`src/rtl/key_event_queue.sv`:
```
// Key event queue: captures one-cycle key strobes into pending bits, arbitrates them into an ordered FIFO.
// Define KEY_EVENT_TIMESTAMP_EN to add a per-event timestamp (event_time port).
module key_event_queue #(
    parameter int DEPTH = 8,
    parameter int CNT_W = 8,
    parameter int TS_W  = 16
) (
    input  logic                     CLOCK_50,
    input  logic                     reset,
    input  logic [3:0]               keys_pulse,
    output logic                     event_valid,
    input  logic                     event_ready,
    output logic [1:0]               event_key,
    output logic [$clog2(DEPTH):0]   level,
    output logic [CNT_W-1:0]         drop_count,
    input  logic                     clear_drops
`ifdef KEY_EVENT_TIMESTAMP_EN
    ,
    output logic [TS_W-1:0]          event_time
`endif
);

    localparam int AW = $clog2(DEPTH);
    localparam int LW = AW + 1;

    logic [3:0]     pending;
    logic [3:0]     clr;
    logic [3:0]     drop;
    logic [2:0]     drop_n;
    logic [1:0]     sel;
    logic           push;
    logic           pop;
    logic           full;
    logic [1:0]     mem [DEPTH];
    logic [AW-1:0]  wr_ptr;
    logic [AW-1:0]  rd_ptr;
    logic [LW-1:0]  count;
    logic [CNT_W+2:0] drop_sum;

    // Fixed-priority arbiter: lowest pending key index wins
    always_comb begin
        sel = 2'd0;
        if (pending[0])      sel = 2'd0;
        else if (pending[1]) sel = 2'd1;
        else if (pending[2]) sel = 2'd2;
        else if (pending[3]) sel = 2'd3;
    end

    assign full        = (count == LW'(DEPTH));
    assign push        = (|pending) && !full;
    assign event_valid = (count != '0);
    assign pop         = event_valid && event_ready;
    assign clr         = push ? (4'b0001 << sel) : 4'b0000;
    assign drop        = keys_pulse & pending & ~clr;
    assign drop_n      = 3'(drop[0]) + 3'(drop[1]) + 3'(drop[2]) + 3'(drop[3]);
    assign drop_sum    = (CNT_W+3)'(drop_count) + (CNT_W+3)'(drop_n);
    assign level       = count;
    assign event_key   = event_valid ? mem[rd_ptr] : 2'd0;

    always_ff @(posedge CLOCK_50 or posedge reset) begin
        if (reset) begin
            pending <= '0;
        end else begin
            pending <= keys_pulse | (pending & ~clr);
        end
    end

    always_ff @(posedge CLOCK_50 or posedge reset) begin
        if (reset) begin
            wr_ptr <= '0;
            rd_ptr <= '0;
            count  <= '0;
        end else begin
            if (push) wr_ptr <= wr_ptr + 1'b1;
            if (pop)  rd_ptr <= rd_ptr + 1'b1;
            case ({push, pop})
                2'b10:   count <= count + 1'b1;
                2'b01:   count <= count - 1'b1;
                default: count <= count;
            endcase
        end
    end

    // Saturating drop counter; clear wins over a same-cycle increment
    always_ff @(posedge CLOCK_50 or posedge reset) begin
        if (reset) begin
            drop_count <= '0;
        end else if (clear_drops) begin
            drop_count <= '0;
        end else if (drop_sum > (CNT_W+3)'({CNT_W{1'b1}})) begin
            drop_count <= {CNT_W{1'b1}};
        end else begin
            drop_count <= drop_sum[CNT_W-1:0];
        end
    end

`ifdef KEY_EVENT_TIMESTAMP_EN
    logic [TS_W-1:0] ts_counter;
    logic [TS_W-1:0] pending_ts [4];
    logic [TS_W-1:0] mem_ts [DEPTH];

    // A stamp is taken only when a strobe starts a new event, never on a coalesced one
    always_ff @(posedge CLOCK_50 or posedge reset) begin
        if (reset) begin
            ts_counter <= '0;
            for (int k = 0; k < 4; k++) pending_ts[k] <= '0;
        end else begin
            ts_counter <= ts_counter + 1'b1;
            for (int k = 0; k < 4; k++) begin
                if (keys_pulse[k] && (!pending[k] || clr[k])) pending_ts[k] <= ts_counter;
            end
        end
    end

    always_ff @(posedge CLOCK_50) begin
        if (push) begin
            mem[wr_ptr]    <= sel;
            mem_ts[wr_ptr] <= pending_ts[sel];
        end
    end

    assign event_time = event_valid ? mem_ts[rd_ptr] : '0;
`else
    always_ff @(posedge CLOCK_50) begin
        if (push) mem[wr_ptr] <= sel;
    end
`endif

endmodule

```
`config.mk`:
```
export PLATFORM = sky130hd
export DESIGN_NAME = key_event_queue
export DESIGN_NICKNAME = d
export VERILOG_FILES = /design/src/rtl/key_event_queue.sv
export SDC_FILE = /design/constraint.sdc
export NUM_CORES = 1
export LEC_CHECK = 0
export ABC_AREA = 1
export CORE_MARGIN = 2
export CORE_UTILIZATION = 40
export CTS_CLUSTER_DIAMETER = 50
export CTS_CLUSTER_SIZE = 16
export DETAILED_ROUTE_END_ITERATION = 10
export DONT_BUFFER_PORTS = 1
export SLEW_MARGIN = 10
export SYNTH_ARGS = -nofsm -noshare
export SYNTH_HDL_FRONTEND = slang
export SYNTH_SLANG_ARGS = --single-unit
```
`constraint.sdc`:
```
create_clock -name CLOCK_50 -period 3.39 [get_ports CLOCK_50]
set_clock_uncertainty 0.1 [all_clocks]
set_input_delay 0.339 -clock CLOCK_50 [delete_from_list [all_inputs] [get_ports CLOCK_50]]
set_output_delay 0.339 -clock CLOCK_50 [all_outputs]
set_load 0.1 [all_outputs]
```
==> run_results.csv <==
group,metric,value,unit
floorplanning,top_level_ports,23,
floorplanning,die_area,5530,um^2
worst_setup_path,critical_path_required,3.51,ns
final_layout,drive_gt1_frac,0.142,
cts,cts.path.max_buffers,2,
final_layout,final_nets,256,
cts,cts_tree,"yes",
timing,fin_crit_sh,0.859,
worst_setup_path,reg2reg_slack,0.48,ns
floorplanning,die_y,74.3,um
final_layout,final_cell_mix,"42 x nand2_1, 36 x nor2_1, 30 x inv_1",
final_layout,final_common_cell,"nand2_1",
timing,setup_viol,0,
cts,root_buffer,"clkbuf_8",
synthesis,syn_avg_cell_area,9.12,um^2
synthesis,synthCells,217,
final_layout,ff_latch_area,1030,um^2
worst_setup_path,crit_path_start_kind,"register",
synthesis,ys_dominant_reg_cell,"dfrtp_1",
grt,grt_pass1_wl,5380,um
final_layout,insertedDiodeCount,0,
place,hpwl,2530,um
grt,grt_max_degree,23,
detailed_routing,drt_iter0_markers,25,
floorplanning,rows,25,
synthesis,synth_cell_types,26,
final_layout,nFillCells,459,
synthesis,synthesis.nets,235,
cts,clkSinkCount,38,
grt,grt_pass1_vias,1292,
grt,antenna_found_initial,0,
timing,fin_crit,2.91,ns
worst_setup_path,crit_arrival,3.04,ns
place,gp_congestion,0.747,
cts,cts.clk_slew.worst_paths,0.07,ns
detailed_routing,routedWlPerCell,10.6,um
final_layout,utilization,0.476,
detailed_routing,wl,3240,um
detailed_routing,drt-pass1-iter-count,4,
synthesis,ys_warn_count,0,
cts,cts_resized,0,
detailed_routing,drc,0,
detailed_routing,drtAntennaViolNets,0,
final_layout,syn_to_final_growth,14.3,%
timing,rsz0062_at_grt,"no",
floorplanning,start_util,0.416,
detailed_routing,vias,1403,
synthesis,syn_area,1980,um^2
timing,relSlewSlack,0.311,
synthesis,yosysSeqAreaShare,0.521,
timing,fmax,343,MHz
job,cap_violations,0,
worst_setup_path,cp_max_fo,6,
timing,tightest_slew,1.03,ns
worst_setup_path,endpoint_kind,"register",
final_layout,multiInputGateArea,832,um^2
worst_hold_path,hold_class,"in2async",
grt,grt_overflow,0,
grt,grt_usage,0.133,
timing,final-hold-violation-count,0,
timing,setup-tns-final,0,ns
synthesis,async_reset_ff_frac,0.579,
run_status,status,"finished, final reports clean",
synthesis,ys_ff_latch,38,
timing,slew_violations,0,
detailed_routing,viasPerCell,4.58,
place,port_buffers,0,
floorplanning,chipWidth,74.3,um
floorplanning,core,4750,um^2
cts,htreeDepth,2,
cts,cts-buffers-inserted,5,
cts,clock_latency,0.28,ns
worst_setup_path,critical_path_class,"reg2reg",
synthesis,synth_edf_count,16,
-- cell families after synthesis --
logic type | Yosys count | synth area share
AO/OA/AOI/OAI | 22 | 0.0588
XOR/XNOR | 8 | 0.0354
adder cells (fa/ha/maj) | 10 | 0.0784
buffers and inverters | 32 | 0.0613
flip-flops | 38 | 0.521
AND/OR/NAND/NOR | 107 | 0.245
-- per-layer routing --
| layer | vias to the layer above | GRT usage | part of all wire |
|---|---|---|---|
| met5 | - | 0 | 0 |
| met4 | 0 | 0.0694 | 0.022 |
| met3 | 7 | 0.0583 | 0.056 |
| met2 | 32 | 0.214 | 0.46 |
| met1 | 634 | 0.150 | 0.46 |
| li1 | 730 | - | - |
-- critical path, cell delays in order (launching register included) --
cell	delay, ns
dfrtp_1	0.39
nor2_2	0.19
nand3_4	0.13
nor2_1	0.13
nand2_1	0.08
fa_1	0.48
fa_1	0.42
inv_1	0.11
fa_1	0.23
nand2_2	0.09
nor2_4	0.16
nand3_4	0.11
nand3_1	0.14
nand2_1	0.05
inv_1	0.04
-- timing repair --
item / in CTS / in global routing
setup buffers: 0 / 0
hold buffers: 1 / 1
endpoints found under the hold margin: 2 / 3
-- sequential cells by signal, indices dropped and copies added (netlist names) --
signal,cells
pending,4
wr_ptr,3
drop_count,8
mem,16
rd_ptr,3
level,4
-- through the flow --
| stage | setup WS, ns | instance area, um^2 | instances | hold slack [ns] |
|---|---|---|---|---|
| detailed placement | 0.443 | 2160 | 296 | 0.306 |
| global route | 0.238 | 2260 | 306 | 0.0237 |
| global placement | 0.519 | 2160 | 296 | 0.307 |
| CTS | 0.448 | 2250 | 305 | 0.000111 |
| floorplan | 0.000753 | 1980 | 217 | 0.228 |
| finish | 0.477 | 2260 | 306 | 0.00447 |
-- cells in the mapped netlist, types with 4 or more instances --
master | instances | area, um^2
o21ai_0 | 12 | 60.1
nand2_2 | 4 | 25.0
a21oi_1 | 7 | 35.0
nand3_1 | 13 | 65.1
fa_1 | 4 | 80.1
nand2_1 | 42 | 158
nor2_1 | 38 | 143
inv_1 | 30 | 113
edfxtp_1 | 16 | 480
dfrtp_1 | 22 | 551
xor2_1 | 4 | 35.0
xnor2_1 | 4 | 35.0
ha_1 | 6 | 75.1
-- area by class of cell --
| type | instances | share of cell area |
|---|---|---|
| sequential | 38 | 0.456 |
| tap | 67 | 0.0371 |
| clock buffer | 6 | 0.0321 |
| inverter | 31 | 0.0514 |
| timing repair buffer | 15 | 0.0520 |
| multi-input combinational | 147 | 0.368 |
| clock inverter | 2 | 0.00387 |
-- worst paths after layout --
kind | startpoint | to | cells after the start
max | level[1]$_DFFE_PP0P_ | drop_count[5]$_DFF_PP0_ | 14
min | reset | rd_ptr[2]$_DFFE_PP0P_ | 1
max reg2reg | level[1]$_DFFE_PP0P_ | drop_count[5]$_DFF_PP0_ | 14
min reg2reg | wr_ptr[2]$_DFFE_PP0P_ | wr_ptr[2]$_DFFE_PP0P_ | 1
max in group asynchronous | reset | wr_ptr[2]$_DFFE_PP0P_ | 1
min in group CLOCK_50 | keys_pulse[2] | pending[2]$_DFF_PP0_ | 1
Power is not shown: default switching activity piles up to over one toggle a cycle in this logic, so the estimate is an artifact.
